File: src/rtl/ysyx_22041211_mem_arbiter.sv
// Data-memory arbiter: one valid/ready memory port shared by IFU (read) and LSU (read/write).
// LSU has priority with an IFU starvation guard; LSU alignment check and response timeout.
module ysyx_22041211_mem_arbiter #(
    parameter int DATA_LEN       = 32,
    parameter int STARVE_LIMIT   = 4,
    parameter int TIMEOUT_CYCLES = 255
) (
    input  logic                clk,
    input  logic                rst,
    input  logic                ifu_req_valid,
    output logic                ifu_req_ready,
    input  logic [DATA_LEN-1:0] ifu_raddr,
    output logic                ifu_rsp_valid,
    output logic [DATA_LEN-1:0] ifu_rdata,
    output logic                ifu_rsp_err,
    input  logic                lsu_req_valid,
    output logic                lsu_req_ready,
    input  logic                lsu_wen,
    input  logic [DATA_LEN-1:0] lsu_addr,
    input  logic [DATA_LEN-1:0] lsu_wdata,
    input  logic [7:0]          lsu_mask,
    output logic                lsu_rsp_valid,
    output logic [DATA_LEN-1:0] lsu_rdata,
    output logic                lsu_rsp_err,
    output logic                mem_req_valid,
    input  logic                mem_req_ready,
    output logic [DATA_LEN-1:0] mem_addr,
    output logic                mem_wen,
    output logic [DATA_LEN-1:0] mem_wdata,
    output logic [7:0]          mem_mask,
    input  logic                mem_rsp_valid,
    input  logic [DATA_LEN-1:0] mem_rdata
);

    localparam logic [3:0] SLIMIT  = 4'(STARVE_LIMIT);
    localparam logic [7:0] TO_LAST = 8'(TIMEOUT_CYCLES - 1);

    typedef enum logic [1:0] {
        IDLE,
        REQ,
        WAIT,
        RESP
    } state_t;

    state_t state;
    state_t state_nxt;

    logic                owner;
    logic [DATA_LEN-1:0] addr_q;
    logic [DATA_LEN-1:0] wdata_q;
    logic [DATA_LEN-1:0] rdata_q;
    logic                wen_q;
    logic                err_q;
    logic [7:0]          mask_q;
    logic [3:0]          starve_cnt;
    logic [7:0]          tmo_cnt;

    logic lsu_win;
    logic ifu_win;
    logic lsu_acc;
    logic ifu_acc;
    logic accept;
    logic lsu_illegal;
    logic busy;
    logic tmo_hit;

    always_comb begin
        lsu_win = lsu_req_valid && (starve_cnt != SLIMIT);
        ifu_win = !lsu_win && ifu_req_valid;
        lsu_acc = (state == IDLE) && lsu_win;
        ifu_acc = (state == IDLE) && ifu_win;
        accept  = lsu_acc || ifu_acc;
        busy    = (state == REQ) || (state == WAIT);
        tmo_hit = busy && (tmo_cnt == TO_LAST);
    end

    always_comb begin
        case (lsu_mask)
            8'h01:   lsu_illegal = 1'b0;
            8'h03:   lsu_illegal = lsu_addr[0];
            8'h0F:   lsu_illegal = |lsu_addr[1:0];
            default: lsu_illegal = 1'b1;
        endcase
    end

    always_ff @(posedge clk or posedge rst) begin
        if (rst) begin
            state <= IDLE;
        end else begin
            state <= state_nxt;
        end
    end

    // Illegal LSU requests skip the memory and go straight to an error response.
    always_comb begin
        state_nxt     = state;
        ifu_req_ready = 1'b0;
        lsu_req_ready = 1'b0;
        mem_req_valid = 1'b0;
        ifu_rsp_valid = 1'b0;
        lsu_rsp_valid = 1'b0;
        case (state)
            IDLE: begin
                ifu_req_ready = ifu_win && !rst;
                lsu_req_ready = lsu_win && !rst;
                if (lsu_acc) begin
                    state_nxt = lsu_illegal ? RESP : REQ;
                end else if (ifu_acc) begin
                    state_nxt = REQ;
                end
            end
            REQ: begin
                mem_req_valid = !tmo_hit;
                if (tmo_hit) begin
                    state_nxt = RESP;
                end else if (mem_req_ready) begin
                    state_nxt = WAIT;
                end
            end
            WAIT: begin
                if (mem_rsp_valid || tmo_hit) begin
                    state_nxt = RESP;
                end
            end
            RESP: begin
                ifu_rsp_valid = !owner;
                lsu_rsp_valid = owner;
                state_nxt     = IDLE;
            end
            default: state_nxt = IDLE;
        endcase
    end

    always_ff @(posedge clk or posedge rst) begin
        if (rst) begin
            owner   <= 1'b0;
            addr_q  <= '0;
            wen_q   <= 1'b0;
            wdata_q <= '0;
            mask_q  <= '0;
            rdata_q <= '0;
            err_q   <= 1'b0;
            tmo_cnt <= '0;
        end else begin
            if (accept) begin
                owner   <= lsu_acc;
                addr_q  <= lsu_acc ? lsu_addr : ifu_raddr;
                wen_q   <= lsu_acc && lsu_wen;
                wdata_q <= lsu_acc ? lsu_wdata : '0;
                mask_q  <= lsu_acc ? lsu_mask : 8'h0F;
                rdata_q <= '0;
                err_q   <= lsu_acc && lsu_illegal;
                tmo_cnt <= '0;
            end else if (busy) begin
                tmo_cnt <= tmo_cnt + 8'd1;
            end
            // A real response in the timeout cycle still counts as a success.
            if (state == WAIT && mem_rsp_valid) begin
                rdata_q <= wen_q ? '0 : mem_rdata;
                err_q   <= 1'b0;
            end else if (tmo_hit) begin
                rdata_q <= '0;
                err_q   <= 1'b1;
            end
        end
    end

    always_ff @(posedge clk or posedge rst) begin
        if (rst) begin
            starve_cnt <= '0;
        end else if (lsu_acc) begin
            if (!ifu_req_valid) begin
                starve_cnt <= '0;
            end else if (starve_cnt != 4'hF) begin
                starve_cnt <= starve_cnt + 4'd1;
            end
        end else if (ifu_acc) begin
            starve_cnt <= '0;
        end
    end

    assign mem_addr    = addr_q;
    assign mem_wen     = wen_q;
    assign mem_wdata   = wdata_q;
    assign mem_mask    = mask_q;
    assign ifu_rdata   = ifu_rsp_valid ? rdata_q : '0;
    assign ifu_rsp_err = ifu_rsp_valid && err_q;
    assign lsu_rdata   = lsu_rsp_valid ? rdata_q : '0;
    assign lsu_rsp_err = lsu_rsp_valid && err_q;

endmodule
File: config.mk
export PLATFORM = sky130hd
export DESIGN_NAME = ysyx_22041211_mem_arbiter
export DESIGN_NICKNAME = d
export VERILOG_FILES = /design/src/rtl/ysyx_22041211_mem_arbiter.sv
export SDC_FILE = /design/constraint.sdc
export NUM_CORES = 1
export LEC_CHECK = 0
export BUFFER_PORTS_ARGS = -buffer_cell sky130_fd_sc_hd__buf_4
export CAP_MARGIN = 20
export CORE_UTILIZATION = 41
export DETAILED_ROUTE_END_ITERATION = 8
export PLACE_DENSITY = 0.76
export RECOVER_POWER = 50
export SLEW_MARGIN = 20
export SYNTH_ARGS = -nofsm -noshare
export SYNTH_HDL_FRONTEND = slang
export SYNTH_SLANG_ARGS = --single-unit
File: constraint.sdc
create_clock -name clk -period 3.4 [get_ports clk]
set_clock_uncertainty 0.1 [all_clocks]
set_input_delay 0.34 -clock clk [delete_from_list [all_inputs] [get_ports clk]]
set_output_delay 0.34 -clock clk [all_outputs]
set_load 0.02 [all_outputs]
==> results.cfg, run 1 <==
[pwr]
p_seq_share_pct = 36.0
leakage_nw = 4.041
p_sw_w = 0.002719
max-vdd-ir-drop_mv = 0.4548
share_comb_of_total_power_pct = 39.7
switching_share_pct = 38.89
finalPower_w = 0.006992
clockPowerShare_pct = 24.2
intPower_w = 0.004273
p_per_area_nw_per_um2 = 866.1

[global_route]
antenna_found_initial = 0
grt_overflow = 0
grt_usage_pct = 23.02
grt_pass1_wl_mm = 25.19
grt_max_degree = 122
grt_pass1_vias = 4912

[final_layout]
fin_area_um2 = 8073
num_antenna_cells = 0
synthToLayoutAreaGrowth_pct = 45.68
fill_cells = 1147
drive_gt1_share_pct = 32.90
utilization_pct = 61.20
final_nets = 919

[timing]
period_minus_slack_ps = 2516
finalSetupTns_ps = 0
rsz0062_at_grt = false
maxSlewViolCount = 122
max_freq_mhz = 397.5
setup_viol = 0
post-route-period-util_pct = 73.99
worst_pin_slew_ps = 1651
hold_viol = 0
max_slew_margin_pct = -10.10

[synthesis]
syn_avg_cell_area_um2 = 11.29
synth_top_cell_area_share_pct = 54.64
synth-main-ff-cell = dfrtp_1
ys_ff_latch = 121
synth-warning-count = 0
netlist_area_um2 = 5542
ys_types = 43
synthTopCellsByArea = dfrtp_1 55%, a22o_1 11%, mux2i_1 5.8%
seq_area_frac_synth_pct = 54.64
syn_nets = 642
synthArstFlopShare_pct = 100.0
yosys.area.top_type = dfrtp_1
synth_edf_count = 0
synth_cells = 491

[die]
initial_utilization_pct = 42.01
die_width_um = 118.3
dieArea_um2 = 13990
row_count = 42
ios = 287
die_y_um = 118.3
coreArea_um2 = 13190

[clock_tree]
clockBufferDepth = 2
clock_latency_ps = 400
post_cts_buffers = 0
clk_pin_slew_ps = 50
cts_buffers = 17
cts_tree = done
clock-sinks = 121
cts_resized = 0
clockRootBuffer = clkbuf_16
hold_buffers = 0
htree_levels = 4

[routing]
firstDrtPassIters = 4
drtIter0Drc = 229
wl_per_cell_um = 16.45
antenna_left = 0
wirelength_mm = 15.70
viasPerCell = 5.092
drcViolationCount = 0
dr_total_vias = 4858

[worst_setup_path]
critPathKind = flop to output port
cp_max_fo = 11
required_ps = 2960
crit_arrival_ps = 2080
critPathLaunchType = flop
endpoint_kind = output port

[placed_design]
post_dp_cell_area_um2 = 7804
io_buffers = 286
routabilityCongestion = 0.7899
place_hpwl_mm = 11.32

[outcome]
violations = max-capacitance violations, max-slew violations
status = complete, but fails checks

[min_path]
hold_path.class = input port to flop

[run]
max_cap_viol_count = 1
worst paths after layout:
path / start / endpoint / depth (start not counted) / slack [ps]
worst max-delay path: state[1] / ifu_req_ready / 6 / 880
worst min-delay path: lsu_addr[2] / mem_addr[2] / 3 / 40
worst max register to register: state[1] / mem_addr[3] / 6 / 1020
worst min register to register: mem_mask[0] / mem_mask[0] / 1 / 380
max in group asynchronous: rst / rdata_q[26] / 3 / 1640
min in group asynchronous: rst / mem_mask[3] / 3 / 520
area by class of cell:
type	instances	area [µm²]	area share, %
inverters	10	38.79	0.4805
flip-flops and latches	121	3028	37.51
multi-input cells	322	2267	28.08
clock inverters	2	35.03	0.4340
well taps	176	220.2	2.728
clock buffers	27	523.0	6.479
repair buffers	296	1961	24.29
critical path, cell delays in order, from the launching register on:
cell and delay [ps]:
dfrtp_1 420, inv_1 100, ha_1 350, nand2_1 150, a21oi_4 320, and2_1 200, buf_4 140
sequential cells by signal, indices dropped and copies added (netlist names):
| name | cells |
|---|---|
| mem_addr | 32 |
| mem_wdata | 32 |
| rdata_q | 32 |
| mem_mask | 8 |
| tmo_cnt | 8 |
| starve_cnt | 4 |
| state | 2 |
| err_q | 1 |
| mem_wen | 1 |
| owner | 1 |
metrics by stage:
step	hold slack [ps]	setup slack, ps	cells
after CTS	25.41	851.2	954
after detailed placement	378.7	1030	925
final	41.15	884.4	954
after floorplan	356.8	383.9	491
after global placement	374.1	1175	925
after global routing	38.43	704.6	954
cells in the mapped netlist, types with 2 or more instances:
master and n:
and2_1 37, a21oi_1 6, clkbuf_1 22, o21ai_0 22
mux2i_1 32, o22a_1 4, buf_6 3, nor2_1 13
a32o_1 2, xor2_1 4, nand2_1 39, buf_2 8
nand3_1 3, dfrtp_1 121, o21a_1 2, and3_1 36
inv_1 10, and4_1 2, nand4_1 4, o22ai_1 2
ha_1 8, or3_1 4, o21ai_1 17, buf_8 3
a22o_1 69
metal layers:
| layer | vias to the layer above | wire length [µm] | global-route usage, % |
|---|---|---|---|
| met4 | 0 | 224 | 7.212 |
| li1 | 2316 | - | - |
| met1 | 2332 | 6452 | 27.19 |
| met2 | 191 | 7913 | 39.60 |
| met5 | - | 0 | 0 |
| met3 | 19 | 1105 | 7.432 |
placed cells by master, fill, tap and decap left out, types with 2 or more instances in the layout:
cell         n
and2_1      37
a22o_1      69
and4_1       2
nand4_1      4
xor2_1       4
o21ai_1     17
a21oi_1      6
o22a_1       4
ha_1         8
o21a_1       2
mux2i_1     32
clkbuf_1    77
a32o_1       2
nand2_1     39
and3_1      35
clkbuf_16   17
inv_1        9
clkbuf_8     6
or3_1        4
dfrtp_1    121
o21ai_0     22
nor2_1      12
o22ai_1      2
nand3_1      3
buf_4      221
cells by family after synthesis:
family / synth area share (%)
XOR/XNOR: 0.7902
multiplexers: 5.983
AND/OR/NAND/NOR: 14.74
adder cells (fa/ha/maj): 1.806
AO/OA/AOI/OAI: 17.52
buffers and inverters: 4.516
flip-flops: 54.64
power by group through the flow:
stage / Clock (W) / Sequential, W / Combinational, W
after floorplan: 0 / 0.00290 / 0.00152
after CTS: 0.00173 / 0.00253 / 0.00312
final: 0.00169 / 0.00252 / 0.00278
after detailed placement: 0 / 0.00252 / 0.00313
after global routing: 0.00179 / 0.00260 / 0.00304
after global placement: 0 / 0.00251 / 0.00301
(Power assumes the default switching activity.)
==> inputs of run 2 (changes only) <==
==> constraint.sdc (replaced) <==
create_clock -name clk -period 2.23 [get_ports clk]
set_clock_uncertainty 0.1 [all_clocks]
set_input_delay 0.223 -clock clk [delete_from_list [all_inputs] [get_ports clk]]
set_output_delay 0.223 -clock clk [all_outputs]
set_load 0.02 [all_outputs]
==> results.cfg, run 2 (same netlist as run 1, synthesis figures left out) <==
[timing]
max_slew_margin_pct = 29.26
finalSetupTns_ps = 0
period_minus_slack_ps = 2138
rsz0062_at_grt = false
maxSlewViolCount = 0
setup_viol = 0
max_freq_mhz = 467.8
post-route-period-util_pct = 95.86
hold_viol = 0
setup_ws_ps = 92.35
worst_pin_slew_ps = 1061
whs_ps = 8.704

[outcome]
status = complete, no violations

[pwr]
switching_share_pct = 40.41
intPower_w = 0.006694
leakage_nw = 4.564
share_comb_of_total_power_pct = 40.9
p_sw_w = 0.004540
p_per_area_nw_per_um2 = 1200
p_seq_share_pct = 34.7
max-vdd-ir-drop_mv = 0.7202
clockPowerShare_pct = 24.4

[clock_tree]
clockBufferDepth = 2
clock-sinks = 121
cts_buffers = 17
clock_latency_ps = 400
htree_levels = 4
clockRootBuffer = clkbuf_16
cts_tree = done
clk_pin_slew_ps = 60

[routing]
drcViolationCount = 0
wl_per_cell_um = 17.49
firstDrtPassIters = 5
dr_total_vias = 5653
viasPerCell = 5.239
wirelength_mm = 18.87
antenna_left = 0
drtIter0Drc = 316

[worst_setup_path]
cp_max_fo = 34
crit_arrival_ps = 1810
required_ps = 1910
reg2reg_to = rdata_q[28]
rrSetupSlack_ps = 130
r2r_start = state[0]
critPathLaunchType = flop
cp-startpoint = state[0]
critPathKind = flop to output port
endpoint = ifu_rdata[20]
r2r_cells = 7
endpoint_kind = output port

[final_layout]
fin_area_um2 = 9364
fill_cells = 944
utilization_pct = 70.99
layout_common_cells = 223 x buf_4, 121 x dfrtp_1, 120 x dlygate4sd3_1
num_antenna_cells = 0
final_common_cell = buf_4
final_nets = 1041
synthToLayoutAreaGrowth_pct = 68.98
drive_gt1_share_pct = 29.68

[min_path]
hold_path.class = input port to flop

[global_route]
grt_pass1_vias = 5896
grt_max_degree = 122
grt_overflow = 0
antenna_found_initial = 0
grt_usage_pct = 27.52
grt_pass1_wl_mm = 30.15

[die]
initial_utilization_pct = 42.01
die_y_um = 118.3
dieArea_um2 = 13990
row_count = 42
ios = 287
coreArea_um2 = 13190
die_width_um = 118.3

[placed_design]
io_buffers = 286
post_dp_cell_area_um2 = 7824
routabilityCongestion = 0.8221
dp_slack_ps = 68.47
place_hpwl_mm = 11.25

[run]
max_cap_viol_count = 0
## run 2: metal layers
| layer | track usage [%] | part of all wire, % | vias to the layer above |
|---|---|---|---|
| li1 | - | - | 2567 |
| met1 | 30.89 | 38 | 2758 |
| met2 | 48.13 | 52 | 272 |
| met3 | 7.529 | 6.3 | 56 |
| met4 | 13.30 | 3.8 | 0 |
| met5 | 0 | 0 | - |
## run 2: worst min-delay path by stage
stage / from / to / slack, ps / depth (start not counted)
finish: ifu_raddr[10] / mem_addr[10] / 9 / 3
global route: ifu_raddr[10] / mem_addr[10] / 10 / 3
detailed placement: lsu_addr[21] / mem_addr[21] / 340 / 3
global placement: lsu_addr[18] / mem_addr[18] / 330 / 3
CTS: ifu_raddr[29] / mem_addr[29] / 2 / 3
floorplan: lsu_addr[0] / mem_addr[0] / 240 / 2
## run 2: timing repair
item,4_1_cts,5_1_grt
gates resized for setup,2,1
hold buffers,120,0
pin swaps,0,1
endpoints found under the hold margin,226,0
endpoints found under the setup margin,2,1
setup buffers,0,1
## run 2: final cells by class
cell class | count | area (µm²) | share of cell area, %
Timing Repair Buffer | 418 | 3197 | 34.14
Sequential cell | 121 | 3028 | 32.34
Multi-Input combinational cell | 322 | 2290 | 24.45
Clock buffer | 17 | 425.4 | 4.543
Tap cell | 176 | 220.2 | 2.352
Clock inverter | 15 | 165.2 | 1.764
Inverter | 10 | 38.79 | 0.4142
## run 2: through the flow
step / cells / power (W)
detailed placement: 926 / 0.008649
floorplan: 491 / 0.006733
global route: 1079 / 0.01185
CTS: 1078 / 0.01161
global placement: 926 / 0.008444
finish: 1079 / 0.01123
## run 2: power groups by stage
stage	logic, W	clock network, W	registers (W)
floorplan	0.00232	0	0.00442
global placement	0.00461	0	0.00383
detailed placement	0.00479	0	0.00386
CTS	0.00496	0.00278	0.00386
global route	0.00493	0.00290	0.00402
finish	0.00459	0.00274	0.00390
## run 2: critical path, cell delays in order (launching register included)
cell and delay, ps:
dfrtp_1 430, ha_1 200, nor2b_1 130, buf_4 290, and2_1 220, buf_4 150
==> inputs of run 3 (changes only) <==
--- a/config.mk
+++ b/config.mk
@@ -10,7 +10,7 @@
 export CORE_UTILIZATION = 41
 export DETAILED_ROUTE_END_ITERATION = 8
 export PLACE_DENSITY = 0.76
-export RECOVER_POWER = 50
+export RECOVER_POWER = 25
 export SLEW_MARGIN = 20
 export SYNTH_ARGS = -nofsm -noshare
 export SYNTH_HDL_FRONTEND = slang
==> constraint.sdc (replaced) <==
create_clock -name clk -period 2.23 [get_ports clk]
set_clock_uncertainty 0.1 [all_clocks]
set_input_delay 0 -clock clk [delete_from_list [all_inputs] [get_ports clk]]
set_output_delay 0 -clock clk [all_outputs]
set_load 0.02 [all_outputs]
==> results.cfg, run 3 (same netlist as run 1, synthesis figures left out) <==
[die]
coreArea_um2 = 13190
row_count = 42
die_y_um = 118.3
ios = 287
initial_utilization_pct = 42.01
dieArea_um2 = 13990
die_width_um = 118.3

[placed_design]
post_dp_cell_area_um2 = 7831
routabilityCongestion = 0.8441
io_buffers = 286
place_hpwl_mm = 11.49

[worst_setup_path]
crit_buf_inv = 2
critPathLaunchType = flop
r2r_cells = 7
crit_cells = 7
cp_max_fo = 32
path_cells = inv_1 -> ha_4 -> nand4_1 -> or2_1 -> and3_1 -> buf_4 -> a22o_1
required_ps = 2410
endpoint_kind = flop
critPathKind = flop to flop
crit_family = simple AND/OR/NAND/NOR gates
slowest_delay_ps = 430
crit_arrival_ps = 2300
slowest_stage = dfrtp_1

[routing]
wl_per_cell_um = 18.55
antenna_left = 0
dr_total_vias = 5883
viasPerCell = 5.334
drtIter0Drc = 374
firstDrtPassIters = 5
drcViolationCount = 0
wirelength_mm = 20.46

[global_route]
grt_pass1_wl_mm = 31.35
grt_max_degree = 122
antenna_found_initial = 1
grt_usage_pct = 29.04
grt_pass1_vias = 6207
grt_overflow = 0

[timing]
setup_viol = 0
worst_pin_slew_ps = 1465
maxSlewViolCount = 0
max_freq_mhz = 472.7
post-route-period-util_pct = 94.87
rsz0062_at_grt = false
period_minus_slack_ps = 2116
hold_viol = 0
max_slew_margin_pct = 2.329

[run]
max_cap_viol_count = 0

[min_path]
hold_path.class = input port to flop
hold_depth = 4

[clock_tree]
clk_pin_slew_ps = 60
clockRootBuffer = clkbuf_16
clockBufferDepth = 2
htree_levels = 4
cts_buffers = 17
clock-sinks = 121
clock_latency_ps = 400
cts_tree = done
post_cts_buffers = 0

[final_layout]
utilization_pct = 74.53
layout_common_cells = 286 x buf_4, 142 x dlygate4sd3_1, 120 x dfrtp_1
drive_gt1_share_pct = 35.53
final_nets = 1064
fin_area_um2 = 9831
final_common_cell = buf_4
synthToLayoutAreaGrowth_pct = 77.40

[pwr]
leakage_nw = 4.909
max-vdd-ir-drop_mv = 0.7601
p_per_area_nw_per_um2 = 1202

[outcome]
status = complete, no violations
run 3: where the power goes:
| group | total, W | switching (W) | internal (W) |
|---|---|---|---|
| registers | 0.00395 | 0.000772 | 0.00318 |
| clock network | 0.00268 | 0.000977 | 0.00170 |
| logic | 0.00519 | 0.00288 | 0.00231 |
| total | 0.0118 | 0.00463 | 0.00719 |
run 3: worst register-to-register path, cell delays in order, from the launching register on:
cell     delay (ps)
dfrtp_1         430
inv_1           120
ha_4            280
nand4_1         100
or2_1           270
and3_1          180
buf_4           230
a22o_1          270
run 3: what timing repair did:
item	CTS	global route
resized for setup	1	2
cloned	0	1
endpoints found under the setup margin	1	33
hold buffers	142	0
hold endpoints to repair	230	0
run 3: worst paths after layout:
path	from	endpoint	slack (ps)
min in group asynchronous	rst	mem_wdata[3]	700
worst max-delay path	state[1]	rdata_q[23]	110
worst max register to register	state[1]	rdata_q[23]	110
max in group asynchronous	rst	state[0]	330
worst min-delay path	mem_req_ready	state[0]	70
worst min register to register	mem_wdata[22]	mem_wdata[22]	410
run 3: cell type report:
cell class                 instances  area, µm²
sequential                       121       3029
tap                              176      220.2
clock inverter                    11      121.4
clock buffer                      21      460.4
inverter                          10      41.29
fill                             832       3359
timing repair buffer             441       3671
antenna                            1      2.502
multi-input combinational        322       2285
run 3: metrics by stage:
step           hold WS (ps)  TNS [ps]  instances  total power (W)  worst slack (ps)
2_1_floorplan        -20.21    -106.1        491         0.006733            -106.1
3_3_place_gp          101.1         0        927         0.008459             193.4
3_5_place_dp          110.6         0        927         0.008698             40.28
4_1_cts               54.46         0       1101          0.01161             20.53
5_1_grt               94.81         0       1103          0.01236             7.344
6_report              71.69         0       1103          0.01182             114.3
run 3: per-layer routing:
metal | routed length, µm | vias to the layer above | global-route usage [%] | part of all wire, %
li1 | - | 2619 | - | -
met4 | 956 | 0 | 16.11 | 4.7
met1 | 7596 | 2858 | 31.39 | 37
met2 | 10450 | 330 | 51.62 | 51
met5 | 0 | - | 0 | 0
met3 | 1461 | 76 | 7.432 | 7.1
